**config.mk**
```make
export PLATFORM = sky130hd
export DESIGN_NAME = ibex_rf_wport_ctrl
export DESIGN_NICKNAME = d
export VERILOG_FILES = /design/src/rtl/ibex_rf_wport_ctrl.sv
export SDC_FILE = /design/constraint.sdc
export NUM_CORES = 1
export LEC_CHECK = 0
export CAP_MARGIN = 20
export CELL_PAD_IN_SITES_DETAIL_PLACEMENT = 0
export CELL_PAD_IN_SITES_GLOBAL_PLACEMENT = 2
export CORE_UTILIZATION = 21
export DETAILED_ROUTE_END_ITERATION = 6
export GPL_TIMING_DRIVEN = 0
export PLACE_DENSITY_LB_ADDON = 0.12
export SYNTH_ARGS = -nofsm -noshare
export SYNTH_HDL_FRONTEND = slang
export SYNTH_SLANG_ARGS = --single-unit
```
**constraint.sdc**
```tcl
create_clock -name clk_i -period 5.2 [get_ports clk_i]
set_input_delay 0.52 -clock clk_i [delete_from_list [all_inputs] [get_ports clk_i]]
set_output_delay 0.52 -clock clk_i [all_outputs]
set_load 0.05 [all_outputs]
```
**src/rtl/ibex_rf_wport_ctrl.sv**
```systemverilog
// Write-port controller for the flip-flop register file: shares the single write port
// between architectural writeback (with zero-precharge for secure data) and a scrub engine.
module ibex_rf_wport_ctrl #(
    parameter bit          RV32E     = 1'b0,
    parameter int unsigned DataWidth = 32
) (
    input  logic                 clk_i,
    input  logic                 rst_ni,
    input  logic                 wb_req_i,
    input  logic                 wb_secure_i,
    input  logic [4:0]           wb_addr_i,
    input  logic [DataWidth-1:0] wb_wdata_i,
    output logic                 wb_ready_o,
    input  logic                 scrub_req_i,
    output logic                 scrub_busy_o,
    output logic                 scrub_done_o,
    output logic                 rf_we_o,
    output logic [4:0]           rf_waddr_o,
    output logic [DataWidth-1:0] rf_wdata_o,
    output logic                 rf_first_cycle_o,
    output logic                 err_o
);

    localparam int unsigned NUM_WORDS  = RV32E ? 16 : 32;
    localparam int unsigned ADDR_WIDTH = RV32E ? 4 : 5;
    localparam logic [ADDR_WIDTH-1:0] LAST_ADDR = ADDR_WIDTH'(NUM_WORDS - 1);

    localparam logic [1:0] IDLE      = 2'd0;
    localparam logic [1:0] PRECHARGE = 2'd1;
    localparam logic [1:0] SCRUB     = 2'd2;

    logic [1:0]            state_q, state_d;
    logic                  pend_q, pend_d;
    logic [4:0]            addr_q, addr_d;
    logic [ADDR_WIDTH-1:0] cnt_q, cnt_d;
    logic                  done_q, done_d;

    always_comb begin
        state_d          = state_q;
        pend_d           = pend_q;
        addr_d           = addr_q;
        cnt_d            = cnt_q;
        done_d           = 1'b0;
        rf_we_o          = 1'b0;
        rf_waddr_o       = 5'd0;
        rf_wdata_o       = '0;
        rf_first_cycle_o = 1'b0;
        wb_ready_o       = 1'b0;
        err_o            = 1'b0;

        case (state_q)
            IDLE: begin
                if (pend_q) begin
                    pend_d  = 1'b0;
                    cnt_d   = ADDR_WIDTH'(1);
                    state_d = SCRUB;
                end else if (wb_req_i && wb_secure_i && (wb_addr_i != 5'd0)) begin
                    rf_we_o          = 1'b1;
                    rf_waddr_o       = wb_addr_i;
                    rf_first_cycle_o = 1'b1;
                    addr_d           = wb_addr_i;
                    state_d          = PRECHARGE;
                end else begin
                    rf_we_o    = wb_req_i;
                    rf_waddr_o = wb_addr_i;
                    rf_wdata_o = wb_wdata_i;
                    wb_ready_o = 1'b1;
                end
            end
            PRECHARGE: begin
                state_d = IDLE;
                // A dropped or retargeted request leaves the precharged register at zero.
                if (wb_req_i && (wb_addr_i == addr_q)) begin
                    rf_we_o    = 1'b1;
                    rf_waddr_o = addr_q;
                    rf_wdata_o = wb_wdata_i;
                    wb_ready_o = 1'b1;
                end else begin
                    err_o = 1'b1;
                end
            end
            SCRUB: begin
                rf_we_o          = 1'b1;
                rf_waddr_o       = 5'(cnt_q);
                rf_first_cycle_o = 1'b1;
                if (cnt_q == LAST_ADDR) begin
                    state_d = IDLE;
                    done_d  = 1'b1;
                end else begin
                    cnt_d = cnt_q + 1'b1;
                end
            end
            default: begin
                state_d = IDLE;
            end
        endcase

        if (scrub_req_i && (state_q != SCRUB)) begin
            pend_d = 1'b1;
        end
    end

    always_ff @(posedge clk_i or negedge rst_ni) begin
        if (!rst_ni) begin
            state_q <= IDLE;
            pend_q  <= 1'b0;
            addr_q  <= 5'd0;
            cnt_q   <= '0;
            done_q  <= 1'b0;
        end else begin
            state_q <= state_d;
            pend_q  <= pend_d;
            addr_q  <= addr_d;
            cnt_q   <= cnt_d;
            done_q  <= done_d;
        end
    end

    assign scrub_busy_o = pend_q | (state_q == SCRUB);
    assign scrub_done_o = done_q;

endmodule

```
* Yosys cells after proc, flatten, opt, wreduce, memory -nomap -nowiden
Cells that the tools add are included.
** Storage, ports and cells
- Bits in registers :: 14
- Input port bits :: 42
- Output and inout port bits :: 43
- Word-level logic and storage cells :: 58
** Operators by class
- Add/sub/neg operators :: 1
- Equal/unequal tests :: 9
- Muxes and demuxes :: 30
- Bitwise operators :: 2
- Reduce and logical (&&, ||, !) cells :: 11
** Operator list (number)
- 32-bit 2-to-1 mux :: 3
- 32-bit one-hot mux with 2 select lines :: 1
- 5-bit 2-to-1 mux :: 4
- 5-bit one-hot mux with 3 select lines :: 1
- 1-bit 2-to-1 mux :: 13
- 5-bit one-hot mux with 2 select lines :: 1
- 2-bit != test, second input constant :: 4
- 2-bit 2-to-1 mux :: 3
- 3-bit AND reduction :: 2
- 5-bit by 1-bit adder with 5-bit output, second input constant :: 1
- 5-bit equality test :: 1
- 5-bit equality test, second input constant :: 1
- 5-bit nonzero test :: 1
- 1-bit logical AND :: 4
- 1-bit one-hot mux with 2 select lines :: 2
- 2-bit one-hot mux with 2 select lines :: 1
- 2-bit nonzero test :: 2
- 3-bit != test, second input constant :: 1
- 1-bit one-hot mux with 3 select lines :: 1
- 2-bit by 1-bit equality test with 1-bit output, second input constant :: 1
- 2-bit equality test, second input constant :: 1
- 2-bit zero test :: 1
- 2-bit AND reduction :: 1
- 1-bit inverter :: 1
- 1-bit OR :: 1

* Logic depth before layout (Yosys ltp)
Gate-level depths: netlist (run 1).
- Depth after elaboration :: 5
- Gate-level depth with buffers :: 6

* Worst setup path after synthesis (run 1)
No wires, ideal clock.
- Path type :: input-to-output
- Start :: input wb_addr_i[1]
- End :: output rf_wdata_o[0]
- Data arrival time :: 2.510 ns
- Slack :: 2.170 ns
- Stages :: 4
- Buffers on the path :: 1
- Cells stage by stage :: xnor2_1 -> nand2_1 -> buf_1 -> o32ai_1
** On the way
- Word-level cells in the longest chain between the ends :: 5
- Elaborated cells between the ends (all ways) :: 8
- Those cells by class :: eq/ne (1); mux (4); reduce/logical (3)
** Ends and longest elaborated chain
- from (decl) :: RTL line 11 : input logic [4:0] wb_addr_i,
- 5-bit nonzero test :: RTL line 57 : end else if (wb_req_i && wb_secure_i && (wb_addr_i != 5'd0)) begin
- 1-bit logical AND :: RTL line 57
- 32-bit 2-to-1 mux :: RTL line 57
- 32-bit 2-to-1 mux :: RTL line 53 : if (pend_q) begin
- 32-bit one-hot mux with 2 select lines * :: RTL line 51 : case (state_q)
- to (decl) :: RTL line 19 : output logic [DataWidth-1:0] rf_wdata_o,
Every way passes the cells marked *; elsewhere a longest branch is shown, timed or not.

* Final worst setup path (run 1)
- Start :: input wb_addr_i[1]
- End :: output rf_wdata_o[29]
Same word-level chain as after synthesis.

==> impl_metrics.json, run 1 <==
{
  "power_per_cell_area_mw_per_mm2": 514,
  "h-tree-depth": 1,
  "synth_largest_area_cell": "dfrtp_1",
  "skew_ps": 0.518,
  "power_leakage_nw": 0.831,
  "grt_pass1_vias": 1825,
  "slew_violations": 0,
  "ir_worst_vdd_mv": 0.316,
  "globalRouteMet1Util_pct": 22.3,
  "yosys-top-cells-count": "nand2_1, o32ai_1, dfrtp_1",
  "fillers": 738,
  "cts_hold_buf": 0,
  "grt_util_met2_pct": 24.2,
  "ctsRootBufferMaster": "clkbuf_8",
  "max-slew-margin-rel_pct": 55.7,
  "grt-busiest-layer": "met2",
  "nets": 334,
  "fmax_ghz": 0.261,
  "start_util_pct": 21.8,
  "drc_errors": 0,
  "status": "finished, final reports clean",
  "ant_nets": 0,
  "dr.pass1.iters": 4,
  "critPathMaxFanout": 10,
  "yosysWarnings": 0,
  "numPortBuffers": 83,
  "setup-tns-final_ps": 0,
  "p_total_mw": 1.28,
  "synth.top_cell.area_share_pct": 23.5,
  "dpl_cell_area_mm2": 0.00244,
  "diodes": 0,
  "syn_area_mm2": 0.00149,
  "grt_max_degree": 15,
  "stdcell_area_mm2": 0.00250,
  "row_count": 30,
  "grt.total_usage_pct": 15.3,
  "synthDistinctLibCells": 34,
  "critPathKind": "input pin to output pin",
  "hold_violations": 0,
  "rsz0062_at_grt": "false",
  "route.vias.total": 1868,
  "async_flop_share_pct": 100,
  "fp.dieH_um": 86.2,
  "synth_top_flop_cell": "dfrtp_1",
  "dieArea_mm2": 0.00744,
  "arrival_ps": 3310,
  "use_met3_pct": 1.81,
  "synth_seq_cells": 14,
  "syn_inst": 202,
  "clk_latency_ps": 250,
  "grt_first_pass_wirelength_mm": 9.18,
  "clock-sinks": 14,
  "yosysMostFrequentCell": "nand2_1",
  "routed_wl_mm": 5.67,
  "multi_input_area_mm2": 0.00102,
  "avgSynthCellArea_um2": 7.38,
  "cp-start-kind": "input pin",
  "ys_seq_area_share_pct": 23.5,
  "layout_min_cycle_time_ps": 3830,
  "end_kind": "output pin",
  "finalCritPeriodShare_pct": 73.7,
  "synth-edff-count": 0,
  "grt_remaining_overflow": 0,
  "clk_pin_slew_ps": 60,
  "antenna_found_initial": 0,
  "wire_per_inst_um": 14.7,
  "drt_iter0_markers": 56,
  "ff_latch_area_um2": 350,
  "die_w_um": 86.2,
  "pin_count": 85,
  "cts_tree": "done",
  "drive_above_1_share_pct": 7.96,
  "gp_congestion": 0.774,
  "post-cts-setup-buffers": 0,
  "finish.utilization_pct": 36.5,
  "area_growth_pct": 67.5,
  "max_cap_violations": 0,
  "required_ps": 4680,
  "cts_buffer_depth": 2,
  "yosys-top-cells-area": "dfrtp_1, o32ai_1, nand2_1",
  "worst_slew_pin_slew_ps": 663,
  "syn_nets": 246,
  "core_mm2": 0.00683,
  "setup_viol": 0,
  "viasPerCell": 4.85,
  "cts_buffers": 3,
  "cts-resized-gates": 0,
  "hpwl_mm": 4.12,
  "hold_class": "register to register"
}
-- logic make-up after synthesis --
group | after synthesis | share of synthesized area [%]
mux | 9 | 6.63
flops | 14 | 23.5
buf+inv | 25 | 8.23
xor+xnor | 5 | 2.94
compound gates | 57 | 30.9
fa+ha+maj | 2 | 1.68
simple gates | 90 | 26.1
-- flip-flops by register name, summed over array words and instances (netlist names) --
signal / cells
addr_q: 5
cnt_q: 5
pend_q: 1
scrub_done_o: 1
state_q: 2
-- critical path, cell delays in order --
cell             delay [ps]
clkdlybuf4s50_1         500
xnor2_1                 480
nand2_1                 290
buf_1                   300
o32ai_1                 370
clkdlybuf4s50_1         860
-- final cells by class --
class	count	share of cell area, %
inverters	4	0.602
flip-flops and latches	14	14.0
multi-input cells	163	40.8
plain buffers	21	4.31
well taps	96	4.81
repair buffers	83	33.3
clock buffers	4	2.21
-- routing by layer --
metal / wire [um] / part of all wire, %
met2: 2480 / 44
met4: 15 / 0.26
met1: 2870 / 51
met5: 0 / 0
met3: 299 / 5.3
-- where the power goes --
| group | internal, mW | switching (mW) | leakage, nW |
|---|---|---|---|
| combinational | 0.343 | 0.624 | 0.629 |
| sequential | 0.157 | 0.0505 | 0.173 |
| clock | 0.0671 | 0.0413 | 0.0288 |
-- layout by cell type (no fill, tap or decap), types with 4 or more instances in the layout --
master           synthesis  routed
inv_1                    4       4
mux2_2                   7       7
xnor2_1                  5       5
o21ai_0                  6       6
nand2_1                 69      69
a22oi_1                  5       5
nand4_1                  6       6
buf_2                    5       5
o32ai_1                 32      32
dfrtp_1                 14      14
clkdlybuf4s50_1          0      83
clkbuf_8                 0       4
a21oi_1                  4       4
clkbuf_1                10      10
-- stage by stage --
step | cells | hold slack, ps | worst slack, ps
final | 385 | 541 | 1370
after global routing | 385 | 569 | 1160
after CTS | 385 | 548 | 1330
after detailed placement | 381 | 534 | 1340
after global placement | 381 | 526 | 1290
after floorplan | 202 | 224 | 2170
-- path summary, 6_finish.rpt --
path / startpoint / to / slack [ps] / depth (start not counted)
setup / recovery: wb_addr_i[1] / rf_wdata_o[29] / 1370 / 6
max in group asynchronous: rst_ni / addr_q[2] / 4100 / 1
hold / removal: addr_q[0] / addr_q[0] / 540 / 1
setup reg to reg: cnt_q[0] / cnt_q[0] / 3260 / 5
hold reg to reg: addr_q[0] / addr_q[0] / 540 / 1
min in group asynchronous: rst_ni / addr_q[1] / 680 / 1
Note: power is estimated with default switching activity, not from simulation.
==> run 2: changes to the inputs <==
--- a/config.mk
+++ b/config.mk
@@ -8,7 +8,7 @@
 export CAP_MARGIN = 20
 export CELL_PAD_IN_SITES_DETAIL_PLACEMENT = 0
 export CELL_PAD_IN_SITES_GLOBAL_PLACEMENT = 2
-export CORE_UTILIZATION = 21
+export CORE_UTILIZATION = 18
 export DETAILED_ROUTE_END_ITERATION = 6
 export GPL_TIMING_DRIVEN = 0
 export PLACE_DENSITY_LB_ADDON = 0.12
==> constraint.sdc (replaced) <==
create_clock -name clk_i -period 3.5 [get_ports clk_i]
set_input_delay 0.35 -clock clk_i [delete_from_list [all_inputs] [get_ports clk_i]]
set_output_delay 0.35 -clock clk_i [all_outputs]
set_load 0.05 [all_outputs]
==> impl_metrics.json, run 2 (synthesis results as in run 1) <==
{
  "grt.total_usage_pct": 13.4,
  "required_ps": 3150,
  "layout_min_cycle_time_ps": 3340,
  "wire_per_inst_um": 15.1,
  "grt_first_pass_wirelength_mm": 9.36,
  "drt_iter0_markers": 64,
  "p_total_mw": 1.91,
  "setup-tns-final_ps": 0,
  "diodes": 0,
  "worst_slew_pin_slew_ps": 673,
  "fillers": 875,
  "max-slew-margin-rel_pct": 55.0,
  "max_cap_violations": 0,
  "grt_remaining_overflow": 0,
  "drc_errors": 0,
  "reg2reg_from": "cnt_q[0]",
  "hold_ws_ps": 514,
  "ff_latch_area_um2": 350,
  "final_cell_mix": "nand2_1, clkdlybuf4s50_1, o32ai_1, dlymetal6s2s_1, dfrtp_1",
  "die_w_um": 93.0,
  "final_common_cell": "nand2_1",
  "dpl.cell_count": 387,
  "setup_viol": 0,
  "layout.cells.non_filler": 391,
  "post-cts-setup-buffers": 0,
  "antenna_found_initial": 0,
  "finalCritPeriodShare_pct": 95.5,
  "r2r_slack_ps": 1570,
  "hpwl_mm": 4.34,
  "area_growth_pct": 71.4,
  "clock-sinks": 14,
  "start_util_pct": 19.0,
  "pin_count": 85,
  "stdcell_area_mm2": 0.00255,
  "reg2reg_depth": 5,
  "power_leakage_nw": 1.14,
  "skew_ps": 2.44,
  "grt_pass1_vias": 1766,
  "dieArea_mm2": 0.00865,
  "grt_max_degree": 15,
  "end_kind": "output pin",
  "ir_worst_vdd_mv": 0.529,
  "status": "finished, final reports clean",
  "cp-start-kind": "input pin",
  "core_mm2": 0.00785,
  "gp_congestion": 0.737,
  "dr.pass1.iters": 4,
  "dpl_cell_area_mm2": 0.00245,
  "ant_nets": 0,
  "numPortBuffers": 83,
  "fmax_ghz": 0.299,
  "reg2reg_to": "cnt_q[0]",
  "cts_tree": "done",
  "hold_class": "input pin to async pin",
  "top_regs": "addr_q (5), cnt_q (5), state_q (2)",
  "slew_violations": 0,
  "multi_input_area_mm2": 0.00102,
  "drive_above_1_share_pct": 8.30,
  "critPathMaxFanout": 10,
  "row_count": 32,
  "h-tree-depth": 1,
  "arrival_ps": 2990,
  "critPathKind": "input pin to output pin",
  "route.vias.total": 1839,
  "viasPerCell": 4.70,
  "clk_latency_ps": 240,
  "fp.dieH_um": 93.0,
  "clk_pin_slew_ps": 60,
  "cts_buffers": 3,
  "routed_wl_mm": 5.89,
  "hold_violations": 0,
  "power_per_cell_area_mw_per_mm2": 746,
  "ctsRootBufferMaster": "clkbuf_8",
  "nets": 334,
  "cts_buffer_depth": 2,
  "rsz0062_at_grt": "false"
}
## run 2: cell count changes in the layout (fill, tap and decap cells not counted), sizes merged
cell / delta
clkdlybuf4s50: -17
dlymetal6s2s: +17
## run 2: worst max path at each step
stage	from	to	slack (ps)	cells past startpoint
floorplan	addr_q[1]	rf_wdata_o[0]	780	4
global placement	wb_addr_i[1]	rf_wdata_o[6]	-100	6
detailed placement	wb_addr_i[1]	rf_wdata_o[8]	-90	6
CTS	wb_addr_i[1]	rf_wdata_o[8]	100	6
global route	wb_addr_i[1]	rf_wdata_o[12]	0.4	6
finish	wb_addr_i[1]	rf_wdata_o[31]	160	6
## run 2: layer usage
layer | GRT usage [%] | wire (um) | vias up
li1 | - | - | 926
met1 | 19.3 | 2960 | 865
met2 | 21.9 | 2670 | 46
met3 | 1.63 | 246 | 2
met4 | 1.15 | 19 | 0
met5 | 0 | 0 | -
## run 2: critical path, cell delays in order
cell	delay [ps]
clkdlybuf4s50_1	520
xnor2_2	380
nand2_1	240
buf_1	300
o32ai_1	340
clkdlybuf4s50_1	850
## run 2: repair_timing
action                                  in CTS  in global routing
endpoints found under the setup margin      29                 17
hold buffers                                 0                  0
endpoints found under the hold margin        0                  0
pin swaps                                    0                  0
gates resized for setup                      1                 17
## run 2: report_power, final
group          total [mW]  switching, mW  internal (mW)
Clock               0.164         0.0640         0.0996
Sequential          0.305         0.0730          0.232
Combinational        1.44          0.926          0.510
## run 2: through the flow
stage / setup WS [ps] / util, %
global route: 0.359 / 32.5
global placement: -96.3 / 31.2
floorplan: 782 / -
CTS: 96.0 / 32.0
finish: 157 / 32.5
detailed placement: -88.2 / 31.2
## run 2: cell type report
class / instances / share of cell area (%)
tap: 102 / 5.00
clock buffer: 4 / 2.16
timing repair buffer: 83 / 34.2
inverter: 4 / 0.588
multi-input combinational: 163 / 40.1
buffer: 21 / 4.21
sequential: 14 / 13.7
==> run 3: changes to the inputs <==
--- a/config.mk
+++ b/config.mk
@@ -11,7 +11,7 @@
 export CORE_UTILIZATION = 18
 export DETAILED_ROUTE_END_ITERATION = 6
 export GPL_TIMING_DRIVEN = 0
-export PLACE_DENSITY_LB_ADDON = 0.12
+export PLACE_DENSITY = 0.79
 export SYNTH_ARGS = -nofsm -noshare
 export SYNTH_HDL_FRONTEND = slang
 export SYNTH_SLANG_ARGS = --single-unit
==> impl_metrics.json, run 3 (synthesis results as in run 1) <==
{
  "power_leakage_nw": 0.872,
  "routed_wl_mm": 5.69,
  "multi_input_area_mm2": 0.00102,
  "rsz0062_at_grt": "false",
  "area_growth_pct": 67.8,
  "max-slew-margin-rel_pct": 55.6,
  "cp.buffers_inverters": 3,
  "h-tree-depth": 1,
  "cp_cell_sequence": "clkdlybuf4s50_1 > xnor2_2 > nand2_1 > buf_1 > o32ai_1 > clkdlybuf4s50_1",
  "fillers": 862,
  "layout_min_cycle_time_ps": 3350,
  "critPathKind": "input pin to output pin",
  "finalCritPeriodShare_pct": 95.7,
  "reg2reg_from": "cnt_q[0]",
  "nets": 334,
  "dieArea_mm2": 0.00865,
  "top_regs": "addr_q (5), cnt_q (5), state_q (2)",
  "stdcell_area_mm2": 0.00250,
  "grt_first_pass_wirelength_mm": 8.58,
  "dr.pass1.iters": 4,
  "drive_above_1_share_pct": 8.30,
  "status": "finished, final reports clean",
  "dpl_cell_area_mm2": 0.00245,
  "setup_viol": 0,
  "ctsRootBufferMaster": "clkbuf_8",
  "cp-start-kind": "input pin",
  "required_ps": 3150,
  "grt_pass1_vias": 1713,
  "critPathMaxStageDelay_ps": 870,
  "reg2reg_to": "cnt_q[0]",
  "ff_latch_area_um2": 350,
  "ant_nets": 0,
  "ir_worst_vdd_mv": 0.543,
  "drt_iter0_markers": 82,
  "cts_buffers": 3,
  "critPathSlowestCell": "clkdlybuf4s50_1",
  "grt.total_usage_pct": 12.2,
  "layout.cells.non_filler": 391,
  "grt_remaining_overflow": 0,
  "arrival_ps": 3000,
  "fmax_ghz": 0.298,
  "critPathMaxFanout": 10,
  "row_count": 32,
  "grt_util_met2_pct": 19.4,
  "drc_errors": 0,
  "clock-sinks": 14,
  "start_util_pct": 19.0,
  "finalWorstSetupSlack_ps": 149,
  "core_mm2": 0.00785,
  "hold_class": "input pin to async pin",
  "reg2reg_depth": 5,
  "clk_pin_slew_ps": 60,
  "gp_congestion": 0.752,
  "wire_per_inst_um": 14.5,
  "final_common_cell": "clkdlybuf4s50_1",
  "cts_buffer_depth": 2,
  "viasPerCell": 4.86,
  "place_ws_ps": -73.5,
  "hold_violations": 0,
  "r2r_slack_ps": 1550,
  "cts_tree": "done",
  "pin_count": 85,
  "final_cell_mix": "clkdlybuf4s50_1, nand2_1, o32ai_1, dfrtp_1, clkbuf_1",
  "numPortBuffers": 83,
  "use_met3_pct": 1.46,
  "cp_top_family": "buffers and inverters",
  "grt-busiest-layer": "met2",
  "diodes": 0,
  "worst_slew_pin_slew_ps": 664,
  "critPathMostFrequentCell": "clkdlybuf4s50_1",
  "die_w_um": 93.0,
  "fp.dieH_um": 93.0,
  "end_kind": "output pin",
  "antenna_found_initial": 0,
  "power_per_cell_area_mw_per_mm2": 761,
  "slew_violations": 0,
  "hpwl_mm": 4.28,
  "route.vias.total": 1902,
  "skew_ps": 3.38,
  "max_cap_violations": 0,
  "dpl.cell_count": 387,
  "clk_latency_ps": 240,
  "globalRouteMet1Util_pct": 17.6,
  "grt_max_degree": 15
}
==> run 3: power by group <==
group | internal (mW) | switching (mW)
Sequential | 0.233 | 0.0765
Combinational | 0.501 | 0.932
Clock | 0.0996 | 0.0611
Total | 0.833 | 1.07
==> run 3: per-layer routing <==
metal | wire (um) | vias up
met5 | 0 | -
met4 | 42 | 0
met3 | 423 | 6
met2 | 2450 | 85
met1 | 2770 | 883
li1 | - | 928
==> run 3: worst reg2reg max path, stage by stage, from the launching register on <==
cell,delay (ps)
dfrtp_1,430
ha_1,220
and3_1,180
ha_1,220
a21oi_1,410
mux2_2,390
==> run 3: worst max path at each step <==
stage / startpoint / endpoint / slack (ps) / depth (start not counted)
floorplan: addr_q[1] / rf_wdata_o[0] / 780 / 4
global placement: wb_addr_i[1] / rf_wdata_o[17] / -60 / 6
detailed placement: wb_addr_i[1] / rf_wdata_o[17] / -70 / 6
CTS: wb_addr_i[1] / rf_wdata_o[19] / 3 / 6
global route: wb_addr_i[1] / rf_wdata_o[7] / 0.4 / 6
finish: wb_addr_i[1] / rf_wdata_o[24] / 150 / 6
==> run 3: area by class of cell <==
cell class              count  share of cell area (%)
multi-input cells         163                    41.0
well taps                 102                    5.10
repair buffers             83                    32.8
plain buffers              21                    4.30
clock buffers               4                    2.20
flip-flops and latches     14                    14.0
inverters                   4                   0.600
==> run 3: per-stage QoR <==
stage / setup TNS (ps) / hold WS [ps] / total power [mW] / utilization (%)
3_3_place_gp: -160 / 527 / 1.75 / 31.2
5_1_grt: 0 / 565 / 2.01 / 31.9
2_1_floorplan: 0 / 54.4 / 1.28 / -
6_report: 0 / 509 / 1.90 / 31.9
3_5_place_dp: -177 / 538 / 1.75 / 31.2
4_1_cts: 0 / 540 / 1.91 / 31.8
==> run 3: what timing repair did <==
| action | 4_1_cts | 5_1_grt |
|---|---|---|
| gates resized for setup | 8 | 1 |
| buffers inserted | 0 | 0 |
| setup endpoints to repair | 8 | 21 |
| hold buffers | 0 | 0 |
